[config.mk]
export PLATFORM = sky130hd
export DESIGN_NAME = tbus_arbiter
export DESIGN_NICKNAME = d
export VERILOG_FILES = /design/src/rtl/tbus_pkg.sv /design/src/rtl/tbus_arbiter_rr_pick.sv /design/src/rtl/tbus_arbiter.sv
export SDC_FILE = /design/constraint.sdc
export NUM_CORES = 1
export LEC_CHECK = 0
export CAP_MARGIN = 20
export CORE_MARGIN = 1
export CORE_UTILIZATION = 25
export CTS_CLUSTER_SIZE = 40
export DETAILED_ROUTE_END_ITERATION = 12
export PLACE_DENSITY = 0.46
export SYNTH_ARGS = -nofsm -noshare
export SYNTH_HDL_FRONTEND = slang
export SYNTH_HIERARCHICAL = 1
export SYNTH_SLANG_ARGS = --single-unit
[constraint.sdc]
create_clock -name CLK -period 3.6 [get_ports CLK]
set_input_delay 0.72 -clock CLK [delete_from_list [all_inputs] [get_ports CLK]]
set_output_delay 0.72 -clock CLK [all_outputs]
set_load 0.005 [all_outputs]
[src/rtl/tbus_pkg.sv]
// Shared types and helpers for the TINV bus arbiter.
package tbus_pkg;

    // Arbiter phases: no owner, one owner driving, forced all-off cycle.
    typedef enum logic [1:0] {
        IDLE  = 2'd0,
        GRANT = 2'd1,
        TURN  = 2'd2
    } tbus_state_t;

    // Largest requester count the picker and OWNER encoding are sized for.
    localparam int TBUS_MAX_REQ = 8;

    // Width of the OWNER index; never narrower than one bit.
    function automatic int owner_w(input int n_req);
        if (n_req > 2) begin
            return $clog2(n_req);
        end else begin
            return 1;
        end
    endfunction

endpackage

[src/rtl/tbus_arbiter_rr_pick.sv]
// Combinational round-robin picker: scans requesters starting just after
// the last owner and wrapping, returning the first one found.
module rr_pick #(
    parameter int N_REQ = 4,
    parameter int OW    = 2
) (
    input  logic [N_REQ-1:0] req_i,
    input  logic [OW-1:0]    last_i,
    output logic [N_REQ-1:0] win_o,
    output logic [OW-1:0]    idx_o,
    output logic             any_o
);

    logic [OW-1:0] cand_s;

    // Walk candidates last+1, last+2, ... so the previous owner is checked last.
    always_comb begin
        win_o  = {N_REQ{1'b0}};
        idx_o  = last_i;
        any_o  = 1'b0;
        cand_s = {OW{1'b0}};
        for (int k = 1; k <= N_REQ; k++) begin
            cand_s = OW'((int'(last_i) + k) % N_REQ);
            if (!any_o && req_i[cand_s]) begin
                win_o[cand_s] = 1'b1;
                idx_o         = cand_s;
                any_o         = 1'b1;
            end else begin
            end
        end
    end

endmodule

[src/rtl/tbus_arbiter.sv]
// Round-robin owner arbiter for a shared TINV tri-state bus. Drives
// complementary EN/nEN per bank from separate flops, inserts one all-off
// turnaround cycle between owners and preempts long holders.
module tbus_arbiter
    import tbus_pkg::*;
#(
    parameter int N_REQ    = 4,
    parameter int MAX_HOLD = 8,
    localparam int OW      = owner_w(N_REQ)
) (
    input  logic             CLK,
    input  logic             nRST,
    input  logic [N_REQ-1:0] REQ,
    output logic [N_REQ-1:0] GNT,
    output logic [N_REQ-1:0] EN,
    output logic [N_REQ-1:0] nEN,
    output logic             BUSY,
    output logic [OW-1:0]    OWNER
);

    localparam int HCW = $clog2(MAX_HOLD + 1);
    // Count value at which the current GRANT cycle is the MAX_HOLD-th one.
    localparam logic [HCW-1:0] HOLD_LAST = HCW'(MAX_HOLD - 1);
    localparam logic [HCW-1:0] HOLD_SAT  = HCW'(MAX_HOLD);

    tbus_state_t      state_q;
    logic [HCW-1:0]   hold_q;
    logic [OW-1:0]    owner_q;
    logic [N_REQ-1:0] gnt_q;
    logic [N_REQ-1:0] en_q;
    logic [N_REQ-1:0] nen_q;
    logic             busy_q;

    logic [N_REQ-1:0] win_s;
    logic [OW-1:0]    win_idx_s;
    logic             any_s;
    logic             owner_req_s;
    logic             others_s;
    logic             release_d;

    rr_pick #(
        .N_REQ (N_REQ),
        .OW    (OW)
    ) u_pick (
        .req_i  (REQ),
        .last_i (owner_q),
        .win_o  (win_s),
        .idx_o  (win_idx_s),
        .any_o  (any_s)
    );

    // Decide whether the current owner gives up the bus at this edge.
    always_comb begin
        owner_req_s = |(REQ & gnt_q);
        others_s    = |(REQ & ~gnt_q);
        release_d   = 1'b0;
        if (state_q == GRANT) begin
            release_d = !owner_req_s || ((hold_q >= HOLD_LAST) && others_s);
        end else begin
            release_d = 1'b0;
        end
    end

    // Arbiter FSM with all bus-facing outputs held in flops.
    always_ff @(posedge CLK or negedge nRST) begin
        if (!nRST) begin
            state_q <= IDLE;
            hold_q  <= {HCW{1'b0}};
            owner_q <= OW'(N_REQ - 1);
            gnt_q   <= {N_REQ{1'b0}};
            en_q    <= {N_REQ{1'b0}};
            nen_q   <= {N_REQ{1'b1}};
            busy_q  <= 1'b0;
        end else begin
            case (state_q)
                IDLE, TURN: begin
                    if (any_s) begin
                        state_q <= GRANT;
                        hold_q  <= {HCW{1'b0}};
                        owner_q <= win_idx_s;
                        gnt_q   <= win_s;
                        en_q    <= win_s;
                        nen_q   <= ~win_s;
                        busy_q  <= 1'b1;
                    end else begin
                        state_q <= IDLE;
                        gnt_q   <= {N_REQ{1'b0}};
                        en_q    <= {N_REQ{1'b0}};
                        nen_q   <= {N_REQ{1'b1}};
                        busy_q  <= 1'b0;
                    end
                end
                GRANT: begin
                    if (release_d) begin
                        state_q <= TURN;
                        gnt_q   <= {N_REQ{1'b0}};
                        en_q    <= {N_REQ{1'b0}};
                        nen_q   <= {N_REQ{1'b1}};
                        busy_q  <= 1'b0;
                    end else if (hold_q != HOLD_SAT) begin
                        hold_q  <= hold_q + 1'b1;
                    end else begin
                        hold_q  <= hold_q;
                    end
                end
                default: begin
                    state_q <= IDLE;
                    hold_q  <= {HCW{1'b0}};
                    gnt_q   <= {N_REQ{1'b0}};
                    en_q    <= {N_REQ{1'b0}};
                    nen_q   <= {N_REQ{1'b1}};
                    busy_q  <= 1'b0;
                end
            endcase
        end
    end

    assign GNT   = gnt_q;
    assign EN    = en_q;
    assign nEN   = nen_q;
    assign BUSY  = busy_q;
    assign OWNER = owner_q;

endmodule
==> metrics.md <==
| Metric | Value |
|---|---|
| Status | complete, no violations |
| Top-area cell type share of the netlist area | about a fifth |
| Largest net degree at the start of global routing | 23 |
| CP Class | register to register |
| Hold WC Path Type | register to register |
| Pint | 0.661 mW |
| Number of port buffers | 20 |
| Maximum VDD drop | roughly 0.17 mV |
| Clock power share | around an eighth |
| Router iterations before antenna repair | 4 |
| # rows | 25 |
| Pwr Density | between 700 and 800 nW/um2 |
| Final setup TNS | 0 ps |
| Antenna-violating nets left | 0 |
| Finished Layout Cells | 221 |
| Die Y | between 70 and 80 um |
| MaxCap Viol Count | 0 |
| Comb pwr share | about three fifths |
| Share of post-route cells with drive strength above 1 | 16.2% |
| Netlist cell types | 44 |
| IO Count | 21 |
| FF+latch area | between 400 and 500 um2 |
| Highest clock rate | around 370 MHz |
| Psw | ~0.5 mW |
| Crit share post-route | roughly three quarters |
| Worst slew margin | between 50% and 60% |
| Multi-input logic area | 771 um2 |
| Post-Syn Area | 1290 um2 |
| Fraction of registers with async set/reset | 100% |
| Fillers | around 500 |
| Area Growth Syn to Fin | 19.6% |
| Inserted Diodes | 0 |
| Synth area leaders | dfrtp_1 19%, dfstp_2 12%, ha_1 9.7% |
| Slowest stage delay, CP | a little under 800 ps |
| CTS sink count | 16 |
| Slowest cell on crit path | dfstp_2 |
| Clock latency on the worst-skew pair | ~250 ps |
| Prevailing post-synth register cell | dfrtp_1 |
| Die width | approximately 74 um |
| Congestion Overflow GR | 0 |
| Critical path, cell by cell | inv_1 -> ha_1 -> mux4_2 -> nand2_1 -> o21ai_0 -> a221o_2 -> a22o_1 |
| Sw Ratio | between 40% and 50% |
| Cells after Synth | roughly 140 |
| CTS tree | done |
| RSZ-0062 raised after global routing | no |
| Via count | 1122 |
| Fin util | a little under a third |
| Final Skew | slightly below 6 ps |
| Worst-margin pin slew | between 700 and 800 ps |
| Cells resized by post-CTS repair | 0 |
| CTS Hold Bufs | 0 |
| Crit path DAT | roughly 2900 ps |
| Setup slack, reg-to-reg | ~870 ps |
| Leakage power | approximately 0.63 nW |
| Initial antenna violation count | 0 |
| Final Hold Viols | 0 |
| Routed WL | a little under 3 mm |
| Avg Inst Size Synth | slightly above 9 um2 |
| Max Slew Vio Count | 0 |
| Detailed-route DRC error count | 0 |
| Initial Util | a little over a quarter |
| Worst-path maximum fanout | 22 |
| Fin crit period | approximately 2700 ps |
| WL/cell | between 10 and 15 um |
| Core Area | approximately 4800 um2 |
| Seq/Total Area, Yosys | a little under a third |
| Syn nets | 158 |
| Synth Register Bits | 16 |
| Vias in the first global route | roughly 1000 |
| First-pass GRT wire length | about 4.6 mm |
| Crit. End Element | register |
| Sequential share of power | just under 30% |
| Number of synthesized flops with an enable pin | 0 |
| CTS max path bufs | 2 |
| # setup viols final | 0 |
| # H-tree levels | 1 |
| Startpoint Class | register |
| CTS root buffer | clkbuf_8 |
| Setup bufs post-CTS | 0 |
| Clock slew at reported path FFs | 60 ps |
| Largest area contributor in the netlist | dfrtp_1 |
| Post-Place Cells | 217 |
| Worst Path Required | 3740 ps |
| Nets | about 170 |
| Gr usage total | between 10% and 20% |
| Total CTS buffers | 3 |
| Dpl hpwl | approximately 2.2 mm |
| Ys Warns | 6 |
| DR vias/cell | approximately 5.1 |
| Final GP Congestion | 0.837 |
| Die area | between 5000 and 6000 um2 |
| Detailed router's first-iteration violation count | just under 70 |
==> area by class of cell <==
| class | count | share of cell area [%] |
|---|---|---|
| sequential | 16 | 26.5 |
| multi-input combinational | 106 | 50.0 |
| timing repair buffer | 21 | 13.5 |
| clock buffer | 4 | 2.92 |
| tap | 67 | 5.44 |
| inverter | 7 | 1.70 |
==> power groups by stage <==
stage / Clock (mW) / Sequential, mW / Combinational, mW
finish: 0.138 / 0.343 / 0.675
global route: 0.154 / 0.357 / 0.744
CTS: 0.144 / 0.346 / 0.673
detailed placement: 0 / 0.348 / 0.670
global placement: 0 / 0.347 / 0.671
floorplan: 0 / 0.295 / 0.529
==> placed cells by master, fill, tap and decap left out, types with 2 or more instances in the layout <==
cell | netlist | routed
a22o_1 | 5 | 5
ha_1 | 10 | 10
a221o_2 | 4 | 4
nor2_1 | 13 | 13
nand3_1 | 2 | 2
nand2_1 | 14 | 14
nor3_1 | 2 | 2
dfstp_2 | 6 | 6
dfrtp_1 | 10 | 10
mux2_2 | 3 | 3
nand2b_1 | 8 | 8
a22oi_1 | 2 | 2
mux2i_1 | 2 | 2
nor4_1 | 2 | 2
a21oi_1 | 7 | 7
clkdlybuf4s50_1 | 0 | 20
a211oi_1 | 2 | 2
o21ai_0 | 8 | 8
clkbuf_8 | 0 | 3
inv_1 | 7 | 7
==> Yosys cell counts, drive strengths merged, types with 2 or more instances <==
cell type / number
nand2: 14
a21oi: 8
o21ai: 9
a22o: 5
mux2: 3
a211oi: 2
nor3: 2
nor4: 2
inv: 7
nor2: 13
buf: 11
nand3: 2
clkbuf: 2
nand2b: 8
dfrtp: 10
a22oi: 2
mux2i: 3
ha: 10
dfstp: 6
a221o: 4
nand3b: 2
==> per-layer routing <==
layer / share of wire (%) / global-route usage [%] / wire [um]
met1: 48 / 15.0 / 1400
met2: 46 / 18.0 / 1350
met3: 4.1 / 2.61 / 118
met4: 1.0 / 1.92 / 29
met5: 0 / 0 / 0
==> worst max-delay path, delay by kind of cell (launching register included) <==
family	cells	cell delay, ps
adder cells (fa/ha/maj)	1	470
AO/OA/AOI/OAI	3	630
buffers and inverters	1	220
multiplexers	1	410
flip-flops	1	780
AND/OR/NAND/NOR	1	100
==> through the flow <==
step | power [mW] | worst slack [ps] | instance area, um2 | hold slack (ps)
finish | 1.16 | 871 | 1540 | 510
global route | 1.25 | 714 | 1540 | 527
CTS | 1.16 | 868 | 1540 | 519
detailed placement | 1.02 | 713 | 1500 | 508
global placement | 1.02 | 720 | 1500 | 503
floorplan | 0.823 | 955 | 1290 | 424
==> flip-flops by register name (all words and copies together), names as in the netlist <==
register,flops
OWNER,2
EN,4
hold_q,4
BUSY,1
state_q,1
nEN,4
==> kinds of logic after synthesis <==
family | share of synthesized area [%]
AOI/OAI and AO/OA | 24.5
DFF | 31.7
and+or+nand+nor | 18.6
buffers and inverters | 8.54
muxes | 6.99
adders and majority gates | 9.71
==> worst paths after layout <==
kind / depth (start not counted) / from / to
worst max-delay path: 7 / OWNER[0] / EN[0]
worst min-delay path: 2 / nEN[1] / nEN[1]
worst max register to register: 7 / OWNER[0] / EN[0]
worst min register to register: 2 / nEN[1] / nEN[1]
max in group asynchronous: 1 / nRST / hold_q[3]
min in group asynchronous: 1 / nRST / hold_q[2]
Note: power is estimated with default switching activity, not from simulation.
